--- src/rtl/vga_timing_gen.sv ---
`default_nettype none
// ============================================================================
// Module   : vga_timing_gen
// Purpose  : Parametrised raster timing with sync, pixel flags and game tick.
//            Optional sync/active pipeline alignment via VGA_PIPE_ALIGN_EN.
// Revision : 1.0 - initial release
// ============================================================================
module vga_timing_gen #(
    parameter int   H_ACTIVE = 800,
    parameter int   H_FP     = 56,
    parameter int   H_SYNC   = 120,
    parameter int   H_BP     = 64,
    parameter int   V_ACTIVE = 600,
    parameter int   V_FP     = 37,
    parameter int   V_SYNC   = 6,
    parameter int   V_BP     = 23,
    parameter logic HS_POL   = 1'b1,
    parameter logic VS_POL   = 1'b1,
    parameter int   HW       = 11,
    parameter int   VW       = 10,
    parameter int   TW       = 6
`ifdef VGA_PIPE_ALIGN_EN
    ,
    parameter int   PIPE_DLY = 2
`endif
) (
    input  logic          vclk,
    input  logic          rst,
    input  logic          freeze,
    input  logic [TW-1:0] tick_period,
    output logic [HW-1:0] hcount,
    output logic [VW-1:0] vcount,
    output logic          hsync,
    output logic          vsync,
    output logic          active,
    output logic          line_start,
    output logic          frame_start,
    output logic          tick
);

    localparam int c_h_total = H_ACTIVE + H_FP + H_SYNC + H_BP;
    localparam int c_v_total = V_ACTIVE + V_FP + V_SYNC + V_BP;

    localparam logic [HW-1:0] c_h_last     = HW'(c_h_total - 1);
    localparam logic [HW-1:0] c_h_act      = HW'(H_ACTIVE);
    localparam logic [HW-1:0] c_hs_first   = HW'(H_ACTIVE + H_FP);
    localparam logic [HW-1:0] c_hs_last    = HW'(H_ACTIVE + H_FP + H_SYNC - 1);
    localparam logic [VW-1:0] c_v_last     = VW'(c_v_total - 1);
    localparam logic [VW-1:0] c_v_act      = VW'(V_ACTIVE);
    localparam logic [VW-1:0] c_vs_first   = VW'(V_ACTIVE + V_FP);
    localparam logic [VW-1:0] c_vs_last    = VW'(V_ACTIVE + V_FP + V_SYNC - 1);

    logic [HW-1:0] r_h;
    logic [VW-1:0] r_v;
    logic [TW-1:0] r_fc;

    logic [HW-1:0] r_hcount;
    logic [VW-1:0] r_vcount;
    logic          r_hsync;
    logic          r_vsync;
    logic          r_active;
    logic          r_line_start;
    logic          r_frame_start;
    logic          r_tick;

    logic          w_hs;
    logic          w_vs;
    logic          w_act;
    logic          w_line;
    logic          w_frame;
    logic [TW:0]   w_period;
    logic [TW:0]   w_fc_next;
    logic          w_tick_due;

    always_ff @(posedge vclk) begin
        if (!rst) begin
            r_h <= '0;
            r_v <= '0;
        end else if (r_h == c_h_last) begin
            r_h <= '0;
            r_v <= (r_v == c_v_last) ? '0 : r_v + 1'b1;
        end else begin
            r_h <= r_h + 1'b1;
        end
    end

    assign w_hs       = (r_h >= c_hs_first) && (r_h <= c_hs_last);
    assign w_vs       = (r_v >= c_vs_first) && (r_v <= c_vs_last);
    assign w_act      = (r_h < c_h_act) && (r_v < c_v_act);
    assign w_line     = (r_h == '0);
    assign w_frame    = w_line && (r_v == '0);

    // A period of zero behaves as one frame; the extra bit keeps fc+1 from wrapping.
    assign w_period   = (tick_period == '0) ? (TW+1)'(1) : {1'b0, tick_period};
    assign w_fc_next  = {1'b0, r_fc} + 1'b1;
    assign w_tick_due = (w_fc_next >= w_period);

    always_ff @(posedge vclk) begin
        if (!rst) begin
            r_hcount      <= '0;
            r_vcount      <= '0;
            r_hsync       <= ~HS_POL;
            r_vsync       <= ~VS_POL;
            r_active      <= 1'b0;
            r_line_start  <= 1'b0;
            r_frame_start <= 1'b0;
            r_tick        <= 1'b0;
            r_fc          <= '0;
        end else begin
            r_hcount      <= r_h;
            r_vcount      <= r_v;
            r_hsync       <= w_hs ? HS_POL : ~HS_POL;
            r_vsync       <= w_vs ? VS_POL : ~VS_POL;
            r_active      <= w_act;
            r_line_start  <= w_line;
            r_frame_start <= w_frame;
            r_tick        <= 1'b0;
            if (w_frame && !freeze) begin
                if (w_tick_due) begin
                    r_tick <= 1'b1;
                    r_fc   <= '0;
                end else begin
                    r_fc   <= w_fc_next[TW-1:0];
                end
            end
        end
    end

    assign hcount      = r_hcount;
    assign vcount      = r_vcount;
    assign line_start  = r_line_start;
    assign frame_start = r_frame_start;
    assign tick        = r_tick;

`ifdef VGA_PIPE_ALIGN_EN
    // Sync pins and active trail hcount/vcount to match a PIPE_DLY-deep pixel pipeline.
    logic [2:0] r_pipe [PIPE_DLY];

    always_ff @(posedge vclk) begin
        if (!rst) begin
            for (int i = 0; i < PIPE_DLY; i++) begin
                r_pipe[i] <= {~HS_POL, ~VS_POL, 1'b0};
            end
        end else begin
            r_pipe[0] <= {r_hsync, r_vsync, r_active};
            for (int i = 1; i < PIPE_DLY; i++) begin
                r_pipe[i] <= r_pipe[i-1];
            end
        end
    end

    assign hsync  = r_pipe[PIPE_DLY-1][2];
    assign vsync  = r_pipe[PIPE_DLY-1][1];
    assign active = r_pipe[PIPE_DLY-1][0];
`else
    assign hsync  = r_hsync;
    assign vsync  = r_vsync;
    assign active = r_active;
`endif

endmodule
`default_nettype wire

--- config.mk ---
export PLATFORM = sky130hd
export DESIGN_NAME = vga_timing_gen
export DESIGN_NICKNAME = d
export VERILOG_FILES = /design/src/rtl/vga_timing_gen.sv
export SDC_FILE = /design/constraint.sdc
export NUM_CORES = 1
export LEC_CHECK = 0
export CELL_PAD_IN_SITES_DETAIL_PLACEMENT = 1
export CELL_PAD_IN_SITES_GLOBAL_PLACEMENT = 1
export CORE_ASPECT_RATIO = 0.75
export CORE_MARGIN = 4
export CORE_UTILIZATION = 47
export DETAILED_ROUTE_END_ITERATION = 10
export DONT_BUFFER_PORTS = 1
export PLACE_DENSITY = 0.77
export SETUP_SLACK_MARGIN = 0.5
export SYNTH_ARGS = -nofsm -noshare
export SYNTH_HDL_FRONTEND = slang
export SYNTH_SLANG_ARGS = --single-unit
--- constraint.sdc ---
create_clock -name vclk -period 2.5 [get_ports vclk]
set_input_delay 0.25 -clock vclk [delete_from_list [all_inputs] [get_ports vclk]]
set_output_delay 0.25 -clock vclk [all_outputs]
set_load 0.05 [all_outputs]
---- Yosys cells after proc, flatten, opt, wreduce, memory -nomap -nowiden ----
Cells that the tools add are included.
operators by class
  muxes and demuxes ....................... 6
  reductions and logical operators ........ 11
  $lt $le $gt $ge ......................... 7
  add/subtract/negate cells ............... 3
  bitwise gates (word level) .............. 1
  equality and inequality tests ........... 2
operators with widths
  operator                                                                               number
  6-bit two-way mux                                                                      2
  11-bit by 1-bit adder with 11-bit output, second input constant                        1
  11-bit equality test, second input constant                                            1
  11-bit by 10-bit greater-or-equal comparator with 1-bit output, second input constant  1
  11-bit by 10-bit <= comparator with 1-bit output, second input constant                1
  11-bit logical NOT                                                                     1
  11-bit by 10-bit < comparator with 1-bit output, second input constant                 1
  10-bit by 1-bit adder with 10-bit output, second input constant                        1
  10-bit equality test, second input constant                                            1
  10-bit greater-or-equal comparator, second input constant                              1
  10-bit <= comparator, second input constant                                            1
  10-bit logical NOT                                                                     1
  10-bit < comparator, second input constant                                             1
  10-bit two-way mux                                                                     1
  6-bit by 1-bit adder with 7-bit output, second input constant                          1
  7-bit by 6-bit greater-or-equal comparator with 1-bit output                           1
  6-bit logical NOT                                                                      1
  1-bit logical AND                                                                      5
  1-bit two-way mux                                                                      3
  2-bit AND reduction                                                                    1
  2-bit OR reduction                                                                     1
  1-bit logical NOT                                                                      1
  1-bit NOT                                                                              1
storage, ports and cells
  output and inout port bits .............. 27
  bits of input ports ..................... 9
  register bits after elaboration ......... 54

---- Depth between registers and ports, before layout ----
  depth in word-level cells ............... 4
  gate-level depth with buffers ........... 8
  gate-level depth less buffers ........... 8

---- Least setup slack after synthesis ----
Ideal clock, no wire load.
  path kind ............................... register to register
  start point ............................. register r_h[4]
  end point ............................... register r_v[7]
  arrival ................................. 1,926 ps
  setup time .............................. 72 ps
  period minus slack after synthesis ...... 1,997 ps
  setup slack ............................. 503 ps
  stages on the path, launching flop included .. 7
  cell sequence ........................... dfxtp_1 -> buf_6 -> or3_4 -> or4_1 -> buf_2 -> or4_1 -> a21oi_1
between the ends
  cells in the longest elaborated chain, start to end .. 1
ends and longest elaborated chain
  item                      line  source
  start: declaration        53    logic [HW-1:0] r_h;
  start signal: assignment  83    r_h <= r_h + 1'b1;
  11-bit equality test      79    end else if (r_h == c_h_last) begin
  end signal: assignment    81    r_v <= (r_v == c_v_last) ? '0 : r_v + 1'b1;
  end: declaration          54    logic [VW-1:0] r_v;
No other way between the ends.
A chain may end at the register's enable or synchronous reset.

---- Final worst setup path ----
  start point ............................. register r_fc[0]
  end point ............................... register r_fc[0]
between the ends
  cells in the longest elaborated chain, start to end .. 3
ends and longest elaborated chain
  item                                                          line  source
  start: declaration                                            55    logic [TW-1:0] r_fc;
  start signal: assignment                                      123   r_fc <= w_fc_next[TW-1:0];
  6-bit by 1-bit adder with 7-bit output (*)                    95    assign w_fc_next = {1'b0, r_fc} + 1'b1;
  7-bit by 6-bit greater-or-equal comparator with 1-bit output  96    assign w_tick_due = (w_fc_next >= w_period);
  6-bit two-way mux (*)                                         119   if (w_tick_due) begin
Every way passes the cells marked *; elsewhere a longest branch is shown, timed or not.

==> summary.md <==
| Metric | Value |
|---|---|
| Status | `finished clean` |
| Setup TNS | `0 ns` |
| Simple-gate share of the synthesized area | `26.6%` |
| Final Net Count | `294` |
| Element type at the critical path end | `flop` |
| Die ar. | `6280 um^2` |
| Yosys reg bits | `54` |
| Mapped Cells | `262` |
| GR Overflow Total | `0` |
| Largest family of logic cells by synthesized area | `simple AND/OR/NAND/NOR gates` |
| FFs w/ async S/R, synth | `0%` |
| Largest net degree at the start of global routing | `29` |
| CTS root buf | `clkbuf_8` |
| FF/Latch Area | `1100 um^2` |
| Num ports | `36` |
| Relative slew slack | `65.1%` |
| Seq/Total Area, Yosys | `45.4%` |
| Starting density of the core | `48.6%` |
| CTS sink count | `54` |
| Leakage Power | `1.09 nW` |
| Total track usage | `17.8%` |
| Crit start category | `flop` |
| Final period util | `80.8%` |
| CTS H-tree depth | `2` |
| Compound-Gate Fraction of Synth Area | `11.3%` |
| PwrDens | `605 nW/um^2` |
| Hold_buf cts | `0` |
| Fin. Hold Viols | `0` |
| Core Area | `4900 um^2` |
| Post-DR wirelength/cell | `18.8 um` |
| Fillers | `553` |
| Arr. time, crit path | `2.22 ns` |
| Initial antenna violation count | `0` |
| Ant. Diodes | `0` |
| Final Slew Violations | `0` |
| CP required | `2.70 ns` |
| Vias in the first global route | `1793` |
| Layout cells sized above 1 | `21.3%` |
| GPL Wtd Cong | `0.784` |
| Post-Syn Area | `2380 um^2` |
| Mux contribution to synthesized area | `0%` |
| XOR/XNOR Fraction of Synth Area | `5.15%` |
| DRC errors left | `0` |
| Post-Synth Adder-Cell Area | `7.35%` |
| Total CTS buffers | `5` |
| DRT Pass-1 Iters | `4` |
| DIE HEIGHT | `69.7 um` |
| Final setup fails | `0` |
| Period minus WS final | `2.02 ns` |
| CTS tree | `yes` |
| CP Class | `reg2reg` |
| DR iter-0 viols | `60` |
| Global-route wire length before repair | `9.07 mm` |
| Yosys warning total | `0` |
| Yosys cell types | `44` |
| Skew final | `0.00602 ns` |
| Clock slew at the register clock pins of the worst setup and hold paths | `0.10 ns` |
| Syn Nets | `285` |
| Post-synth EDFFs | `0` |
| Multi-input logic area | `1400 um^2` |
| # rows | `22` |
| Vias per inst | `5.87` |
| # Max-Cap Violations | `0` |
| Worst vdd ir | `0.000334 V` |
| Clock buffer depth | `2` |
| CP Max Fanout | `5` |
| Non-filler cells, final | `332` |
| Worst Tran Pin Value | `0.523 ns` |
| Clk_lat worst skew | `0.31 ns` |
| Total routed wirelength | `6.25 mm` |
| Area Overhead vs Synth | `18.8%` |
| DP Cell Count | `314` |
| Via count | `1948` |
| Max Fclk | `0.495 GHz` |
| Port Buffers | `0` |
| Post-DP HPWL | `3.90 mm` |
| Hold crit path type | `in2reg` |
| Die W | `90.2 um` |
| Routed Antenna Nets | `0` |
| Primary FF master, synth | `dfxtp_1` |
| RSZ-0062 raised after global routing | `true` |
| Syn avg cell area | `9.09 um^2` |
## area by class of cell
type,instances,share of cell area [%]
clock buffer,5,2.43
clock inverter,3,1.55
inverter,14,1.86
multi-input combinational,184,49.4
sequential,54,38.9
tap,60,2.65
timing repair buffer,12,3.18
## worst paths after layout
path              slack (ns)        end  cells after the start  startpoint
setup / recovery        0.48    r_fc[0]                      8     r_fc[0]
hold / removal          0.07  vcount[5]                      1         rst
setup reg to reg        0.48    r_fc[0]                      8     r_fc[0]
hold reg to reg         0.49     r_h[0]                      1      r_h[0]
## timing repair
item                                    4_1_cts  5_1_grt
endpoints found under the setup margin       10       15
pin swaps                                     3        9
gates resized for setup                      15       29
setup buffers                                 1        9
## metal layers
| metal | track usage [%] | part of all wire (%) | up-vias |
|---|---|---|---|
| met5 | 0 | 0 | - |
| met1 | 24.7 | 46 | 958 |
| met4 | 4.07 | 1.3 | 0 |
| li1 | - | - | 939 |
| met3 | 4.12 | 4.3 | 12 |
| met2 | 28.1 | 48 | 39 |
## flip-flops by register name, summed over array words and instances (netlist names)
signal       count
hcount          11
r_h             11
r_v             10
vcount          10
r_fc             6
active           1
frame_start      1
hsync            1
line_start       1
tick             1
vsync            1
## cells by family (layout without fill, tap and decap cells)
group / count (synthesis) / after routing
adders and majority gates: 14 / 14
AOI/OAI and AO/OA: 39 / 39
buffers and inverters: 24 / 34
and+or+nand+nor: 117 / 117
DFF: 54 / 54
xor gates and xnor gates: 14 / 14
## where the power goes
group	switching, W	total, W	internal (W)
sequential	0.0000545	0.000937	0.000882
combinational	0.0000924	0.000185	0.0000931
clock	0.000288	0.000589	0.000300
## stage by stage
stage	setup slack (ns)	hold slack [ns]	cell area [um^2]	power, W	utilization, %
after floorplan	0.503	0.437	2380	0.00103	-
after global placement	0.385	0.384	2420	0.00105	49.5
after detailed placement	0.270	0.385	2420	0.00106	49.5
after CTS	0.500	0.0638	2610	0.00166	53.3
after global routing	0.381	0.0549	2830	0.00179	57.8
final	0.479	0.0708	2830	0.00171	57.8
## cell usage in the layout (no fill, tap or decap), types with 3 or more instances in the layout
cell type,instances
o21ai_0,4
a21oi_1,8
nand3_1,14
ha_1,9
nand2_1,19
buf_4,12
a22oi_1,4
dfxtp_4,4
and4_1,3
clkbuf_8,5
o2111ai_1,5
nor2_1,23
ha_4,5
nor4_1,3
xor2_1,5
dfxtp_2,5
o211ai_1,3
nand2b_1,3
nand4_1,5
inv_1,12
xnor2_1,7
dfxtp_1,45
o31ai_1,3
and2_1,16
or3_4,3
nor3_1,5
## Yosys cell counts, types with 3 or more instances
master / n / area [um^2]
nor4_1: 3 / 18.8
or4_1: 4 / 30.0
inv_1: 14 / 52.6
or3_1: 3 / 18.8
xnor2_1: 7 / 61.3
buf_2: 3 / 15.0
a21oi_1: 8 / 40.0
o211ai_1: 3 / 22.5
a22oi_1: 4 / 30.0
o21ai_0: 4 / 20.0
dfxtp_1: 54 / 1080
nor3_1: 7 / 35.0
and2_1: 16 / 100
nand3_1: 16 / 80.1
clkbuf_1: 6 / 22.5
nand2b_1: 3 / 18.8
and3_1: 3 / 18.8
ha_1: 14 / 175
xor2_1: 7 / 61.3
o2111ai_1: 5 / 43.8
nor2_1: 23 / 86.3
nand4_1: 5 / 31.3
o31ai_1: 3 / 22.5
nand2_1: 20 / 75.1
and4_1: 3 / 26.3
## critical path, cell delays in order, from the launching register on
cell,delay (ns)
dfxtp_4,0.40
ha_4,0.17
and3_4,0.22
xor2_4,0.18
ha_4,0.23
a21o_1,0.18
nand2_2,0.09
o211ai_1,0.14
o31ai_1,0.31
(Power assumes the default switching activity.)
